==> config.mk <==
export PLATFORM = sky130hd
export DESIGN_NAME = clk_div_gen
export DESIGN_NICKNAME = d
export VERILOG_FILES = /design/src/rtl/clk_div_pkg.sv /design/src/rtl/clk_div_ch.sv /design/src/rtl/clk_div_gen.sv
export SDC_FILE = /design/constraint.sdc
export NUM_CORES = 1
export LEC_CHECK = 0
export BUFFER_PORTS_ARGS = -buffer_cell sky130_fd_sc_hd__buf_2
export CORE_ASPECT_RATIO = 1.1
export CORE_MARGIN = 3
export CORE_UTILIZATION = 54
export DETAILED_ROUTE_END_ITERATION = 8
export HOLD_SLACK_MARGIN = 0.03
export PLACE_DENSITY = 0.75
export SETUP_SLACK_MARGIN = 0.02
export SYNTH_ARGS = -nofsm -noshare
export SYNTH_HDL_FRONTEND = slang
export SYNTH_SLANG_ARGS = --single-unit
==> constraint.sdc <==
create_clock -name clk -period 5.1 [get_ports clk]
set_input_delay 0.765 -clock clk [delete_from_list [all_inputs] [get_ports clk]]
set_output_delay 0.765 -clock clk [all_outputs]
set_load 0.01 [all_outputs]
==> src/rtl/clk_div_pkg.sv <==
// clk_div_pkg: shared channel state type and default counter width for the clock divider.
package clk_div_pkg;
  typedef enum logic {IDLE, RUN} ch_state_t;
  localparam int CNT_W_DEF = 8;
endpackage

==> src/rtl/clk_div_ch.sv <==
// clk_div_ch: one programmable clock channel with period/high shadow registers and tick output.
module clk_div_ch
  import clk_div_pkg::*;
#(
  parameter int CNT_W = CNT_W_DEF
) (
  input  logic             clk,
  input  logic             rst_n,
  input  logic             en,
  input  logic             sync,
  input  logic [CNT_W-1:0] period,
  input  logic [CNT_W-1:0] high,
  output logic             gclk,
  output logic             tick,
  output logic             busy
);
  ch_state_t state, state_n;
  logic [CNT_W-1:0] cnt, cnt_n, p_sh, p_n, h_sh, h_n;
  logic load, gclk_n, tick_n;
  // A new period begins on start, sync, or wrap; periods of 0 or 1 wrap every cycle.
  always_comb begin
    load    = (state == IDLE) || sync || (p_sh < CNT_W'(2)) || (cnt == p_sh - CNT_W'(1));
    p_n     = load ? period : p_sh;
    h_n     = load ? high : h_sh;
    cnt_n   = (!en || load) ? '0 : cnt + CNT_W'(1);
    state_n = en ? RUN : IDLE;
    gclk_n  = en && (cnt_n < h_n);
    tick_n  = en && load && (h_n != '0) && (p_n > CNT_W'(1));
  end
  always_ff @(posedge clk or negedge rst_n) begin
    if (!rst_n) begin
      state <= IDLE;
      cnt   <= '0;
      p_sh  <= '0;
      h_sh  <= '0;
      gclk  <= 1'b0;
      tick  <= 1'b0;
    end else begin
      state <= state_n;
      cnt   <= cnt_n;
      p_sh  <= p_n;
      h_sh  <= h_n;
      gclk  <= gclk_n;
      tick  <= tick_n;
    end
  end
  assign busy = (state == RUN);
endmodule

==> src/rtl/clk_div_gen.sv <==
// clk_div_gen: NUM_CH independent programmable clock generators; CLK_DIV_GEN_SYNC_EN adds sync_i phase alignment.
module clk_div_gen
  import clk_div_pkg::*;
#(
  parameter int NUM_CH = 3,
  parameter int CNT_W  = CNT_W_DEF
) (
  input  logic                    clk,
  input  logic                    rst_n,
`ifdef CLK_DIV_GEN_SYNC_EN
  input  logic                    sync_i,
`endif
  input  logic [NUM_CH-1:0]       en_i,
  input  logic [NUM_CH*CNT_W-1:0] period_i,
  input  logic [NUM_CH*CNT_W-1:0] high_i,
  output logic [NUM_CH-1:0]       clk_o,
  output logic [NUM_CH-1:0]       tick_o,
  output logic [NUM_CH-1:0]       busy_o
);
  logic sync;
`ifdef CLK_DIV_GEN_SYNC_EN
  assign sync = sync_i;
`else
  assign sync = 1'b0;
`endif
  for (genvar c = 0; c < NUM_CH; c++) begin : g_ch
    clk_div_ch #(.CNT_W(CNT_W)) u_ch (
      .clk   (clk),
      .rst_n (rst_n),
      .en    (en_i[c]),
      .sync  (sync),
      .period(period_i[c*CNT_W +: CNT_W]),
      .high  (high_i[c*CNT_W +: CNT_W]),
      .gclk  (clk_o[c]),
      .tick  (tick_o[c]),
      .busy  (busy_o[c])
    );
  end
endmodule

After elaboration in Yosys (flattened, before gate mapping)
Index checks and enable logic that the tools add are counted.
{"block": "totals", "ff_bits": 81, "inputBits": 53, "mem_bits_rw": 0, "out_inout_bits": 9, "n_memories": 0, "rom_bits": 0, "latchBits": 0}
{"block": "classes", "shift": 0, "reduce_logical": 27, "bitwise": 3, "eq_ne": 3, "addsub": 6, "n_div": 0, "magnitude_cmp": 9, "mux": 12, "n_mul": 0}
{"op": "$mux W8", "n": 9}
{"op": "$add A8 B1 Y8 const B", "n": 3}
{"op": "$eq A8 B8 Y1", "n": 3}
{"op": "$gt A8 B1 Y1 const B", "n": 3}
{"op": "$lt A8 B2 Y1 const B", "n": 3}
{"op": "$lt A8 B8 Y1", "n": 3}
{"op": "$reduce_bool A8 Y1", "n": 3}
{"op": "$sub A8 B1 Y8 const B", "n": 3}
{"op": "$logic_and A1 B1 Y1", "n": 12}
{"op": "$logic_or A1 B1 Y1", "n": 9}
{"op": "$logic_not A1 Y1", "n": 3}
{"op": "$mux W1", "n": 3}
{"op": "$not A1 Y1", "n": 3}

Longest topological paths before layout
{"block": "depth", "ltp_word": 7, "ltp_mapped": 15, "mapped_depth_nobuf": 14}

Modules after synthesis
A second synthesis with hierarchy kept.
{"block": "unflattened", "cells_unflattened": 415, "hier_area_um2": 4673.2}
{"module": "clk_div_ch", "area_per_inst_um2": 1556.5, "seq_area_each_um2": 675.6, "cells_per_inst": 138, "n_inst": 3}
{"module": "clk_div_gen", "area_per_inst_um2": 3.8, "seq_area_each_um2": 0.0, "cells_per_inst": 1, "n_inst": 1}

Least setup slack after synthesis
No wires, ideal clock.
{"block": "synth_timing", "path_kind": "register to register", "from": "register g_ch[2].u_ch.p_sh[0]", "to": "register g_ch[2].u_ch.gclk", "setup_ns": 0.126, "path_slack_ns": 1.924, "synth_period_minus_slack_ns": 3.176, "path_stages_with_launch": 16, "t_arrival_ns": 3.050, "required_ns": 4.974, "path_cell_list": "dfrtp_1 inv_1 ha_1 nand2b_1 a311o_1 nor3_1 a41oi_2 and2_1 buf_6 buf_6 and3_1 ha_1 nand3_1 nor2_1 nand3_1 o311a_1"}
{"block": "synth_between", "elab_chain_len": 7, "word_cells_on_any_way": 10}
{"item": "start: declaration", "line": "clk_div_ch.sv:18", "source": "logic [CNT_W-1:0] cnt, cnt_n, p_sh, p_n, h_sh, h_n;"}
{"item": "start signal: assignment", "line": "clk_div_ch.sv:41", "source": "p_sh <= p_n;"}
{"item": "$sub A8 B1 Y8 / $lt A8 B2 Y1 (equally long branches)", "line": "clk_div_ch.sv:22", "source": "load = (state == IDLE) || sync || (p_sh < CNT_W'(2)) || (cnt == p_sh - CNT_W'(1));"}
{"item": "$eq A8 B8 Y1 / $logic_or A1 B1 Y1 (equally long branches)", "line": "clk_div_ch.sv:22"}
{"item": "$logic_or A1 B1 Y1 (*)", "line": "clk_div_ch.sv:22"}
{"item": "$logic_or A1 B1 Y1 (*)", "line": "clk_div_ch.sv:25", "source": "cnt_n = (!en || load) ? '0 : cnt + CNT_W'(1);"}
{"item": "$mux W8 (*)", "line": "clk_div_ch.sv:25"}
{"item": "via g_ch[2].u_ch.cnt_n[7]", "line": "clk_div_ch.sv:18"}
{"item": "$lt A8 B8 Y1 (*)", "line": "clk_div_ch.sv:27", "source": "gclk_n = en && (cnt_n < h_n);"}
{"item": "$logic_and A1 B1 Y1 (*)", "line": "clk_div_ch.sv:27"}
{"item": "via g_ch[2].u_ch.gclk_n", "line": "clk_div_ch.sv:19", "source": "logic load, gclk_n, tick_n;"}
{"item": "end signal: assignment", "line": "clk_div_ch.sv:43", "source": "gclk <= gclk_n;"}
{"item": "end: declaration", "line": "clk_div_ch.sv:13", "source": "output logic gclk,"}
The timed path passes the listed nets; every way through them passes the cells marked *.

Final worst setup path
{"block": "layout_timing", "from": "register g_ch[2].u_ch.p_sh[5]", "to": "register g_ch[2].u_ch.gclk"}
{"block": "layout_between", "elab_chain_len": 7, "word_cells_on_any_way": 10}
{"item": "$sub A8 B1 Y8 / $lt A8 B2 Y1 (equally long branches)", "line": "clk_div_ch.sv:22"}
{"item": "$eq A8 B8 Y1 / $logic_or A1 B1 Y1 (equally long branches)", "line": "clk_div_ch.sv:22"}
{"item": "$logic_or A1 B1 Y1 (*)", "line": "clk_div_ch.sv:22"}
{"item": "$logic_or A1 B1 Y1", "line": "clk_div_ch.sv:25"}
{"item": "$mux W8", "line": "clk_div_ch.sv:25"}
{"item": "$lt A8 B8 Y1 (*)", "line": "clk_div_ch.sv:27"}
{"item": "$logic_and A1 B1 Y1 (*)", "line": "clk_div_ch.sv:27"}
{"item": "via g_ch[2].u_ch.gclk_n", "line": "clk_div_ch.sv:19"}
Marked as above.

==> qor.yml <==
run_status: "complete, no violations"
cp.arrival_ns: 4.25
synth_commonest_cells: "dfrtp_1, nand2_1, inv_1"
maxSlewViolCount: 0
grt_max_degree: 82
vias: 3559
drcViolationCount: 0
setup.worst_path.end_class: "register"
cp.required_ns: 5.34
synth_fp_nets: 533
ant_nets: 0
diodes: 0
cts-resized-gates: 0
setup_violations: 0
fin_skew_ns: 0.00889
switching_share_pct: 26.3
holdWs_ns: 0.489
postCtsSetupBuffers: 0
num_rows: 35
maxSlewHeadroom_pct: 24.1
clock_path_buffers: 2
grt_use_total_pct: 20.5
fin_tns_setup_ns: 0
layout_min_cycle_time_ns: 4.01
grt_pass1_vias: 3482
syn-cell-area_um2: 4740
cap_violations: 0
vdd_drop_max_uv: 181
synthTopCellsByArea: "dfrtp_1, ha_1, xnor2_1"
power.share.clock_pct: 36.0
avgSynthCellArea_um2: 10.5
synth_cell_types: 62
drtIter0Drc: 114
wire_per_inst_um: 15.6
antenna_found_initial: 0
max_freq_mhz: 249
synth-edff-count: 0
cts_inserted_buffers: 9
globalplace.congestion: 0.903
hp-class: "register to register"
numClockSinks: 81
critPathMaxFanout: 24
first_pass_iters: 4
coreArea_um2: 8450
hold_viol_final: 0
syn_to_final_growth_pct: 11.9
synth_top_area_share_pct: 42.8
crit_path_start_kind: "register"
fin_util_pct: 62.7
yosysWarnings: 0
gr-total-overflow: 0
p_sw_mw: 0.410
p_per_area_nw_per_um2: 295
ys_seq_elements: 81
yosysSeqAreaShare_pct: 42.8
wl_um: 9730
p_int_mw: 1.15
critical_path_class: "register to register"
start_util_pct: 56.0
rsz0062_at_grt: "false"
synth-main-ff-cell: "dfrtp_1"
grt_pass1_wl_um: 16100
leakagePower_nw: 2.60
drive_gt1_share_pct: 20.7
combPwrFrac_pct: 16.4
synthArstFlopShare_pct: 100
synth_cells: 453
vias_per_cell: 5.71
die-area_um2: 9930
insertion_delay_ns: 0.35
die_y_um: 104
cts_tree: "done"
yosys.area.top_type: "dfrtp_1"
seq_power_share_pct: 47.6
die_w_um: 95.3
io_buffers: 61
cts.clk_slew.worst_paths_ns: 0.08
dp_hpwl_um: 7200
timing.final.crit_share_pct: 78.7
io_pins: 62
ctsRootBufferMaster: "clkbuf_8"
htreeDepth: 3
cts_hold_buf: 0
final_net_count: 588
worstMarginPinSlew_ns: 1.14
synth_most_common_cell: "dfrtp_1"
## critical path, cell delays in order (launching register included)
cell and delay, ns:
dfrtp_1 0.43, or4_1 0.57, nor4_2 0.18, xnor2_1 0.11
a41oi_2 0.29, and2_1 0.94, buf_4 0.33, mux2i_1 0.21
ha_1 0.19, o21ai_0 0.09, nor2_1 0.13, nand3_1 0.10
o311a_1 0.32
## power groups by stage
stage	clock (mW)	combinational (mW)	sequential, mW
floorplan	0	0.189	0.739
global placement	0	0.250	0.752
detailed placement	0	0.258	0.755
CTS	0.575	0.259	0.742
global route	0.602	0.289	0.750
finish	0.563	0.256	0.743
## cell usage in the layout (no fill, tap or decap), drive strengths merged, types with 19 or more instances in the layout
cell   netlist  routed
buf         17      64
nand2       32      32
nor2        19      19
mux2i       20      20
and3        21      21
ha          27      27
inv         31      31
dfrtp       81      81
xnor2       29      29
nand3       19      19
## final timing paths
| path | endpoint | start | cells after the start | slack (ns) |
|---|---|---|---|---|
| setup / recovery | g_ch[2].u_ch.gclk | g_ch[2].u_ch.p_sh[5] | 12 | 1.09 |
| hold / removal | g_ch[0].u_ch.h_sh[6] | g_ch[0].u_ch.h_sh[6] | 2 | 0.49 |
| setup reg to reg | g_ch[2].u_ch.gclk | g_ch[2].u_ch.p_sh[5] | 12 | 1.09 |
| hold reg to reg | g_ch[0].u_ch.h_sh[6] | g_ch[0].u_ch.h_sh[6] | 2 | 0.49 |
| max in group asynchronous | g_ch[0].u_ch.cnt[2] | rst_n | 1 | 3.86 |
| min in group asynchronous | g_ch[0].u_ch.tick | rst_n | 1 | 0.57 |
## per-layer routing
| layer | track usage [%] | vias to the layer above | wire, µm |
|---|---|---|---|
| met5 | 0 | - | 0 |
| met4 | 7.73 | 0 | 199 |
| met3 | 2.39 | 19 | 394 |
| met2 | 33.1 | 77 | 4750 |
| met1 | 28.0 | 1742 | 4380 |
| li1 | - | 1721 | - |
## registers in the layout, indices dropped and copies added (netlist names)
name            cells
g_ch.u_ch.busy      3
g_ch.u_ch.p_sh     24
g_ch.u_ch.gclk      3
g_ch.u_ch.h_sh     24
g_ch.u_ch.cnt      24
g_ch.u_ch.tick      3
## stage by stage
stage | power [mW] | worst slack [ns] | instances | area, µm²
after CTS | 1.58 | 1.09 | 623 | 5300
after global placement | 1.00 | 1.27 | 608 | 5060
after floorplan | 0.929 | 1.92 | 453 | 4740
after detailed placement | 1.01 | 1.11 | 608 | 5060
final | 1.56 | 1.09 | 623 | 5300
after global routing | 1.64 | 0.759 | 623 | 5300
## area by class of cell
| class | instances | area (µm²) |
|---|---|---|
| Sequential cell | 81 | 2030 |
| Inverter | 31 | 116 |
| Multi-Input combinational cell | 321 | 2440 |
| Clock buffer | 10 | 138 |
| Fill cell | 680 | 3150 |
| Tap cell | 111 | 139 |
| Clock inverter | 5 | 104 |
| Timing Repair Buffer | 64 | 330 |
## kinds of logic after synthesis
| group | Yosys count | share of synthesized area, % |
|---|---|---|
| simple gates | 154 | 18.1 |
| flops | 81 | 42.8 |
| compound gates | 59 | 9.01 |
| buf+inv | 51 | 5.73 |
| xor+xnor | 43 | 7.95 |
| mux | 38 | 9.30 |
| fa+ha+maj | 27 | 7.13 |
(Power assumes the default switching activity.)
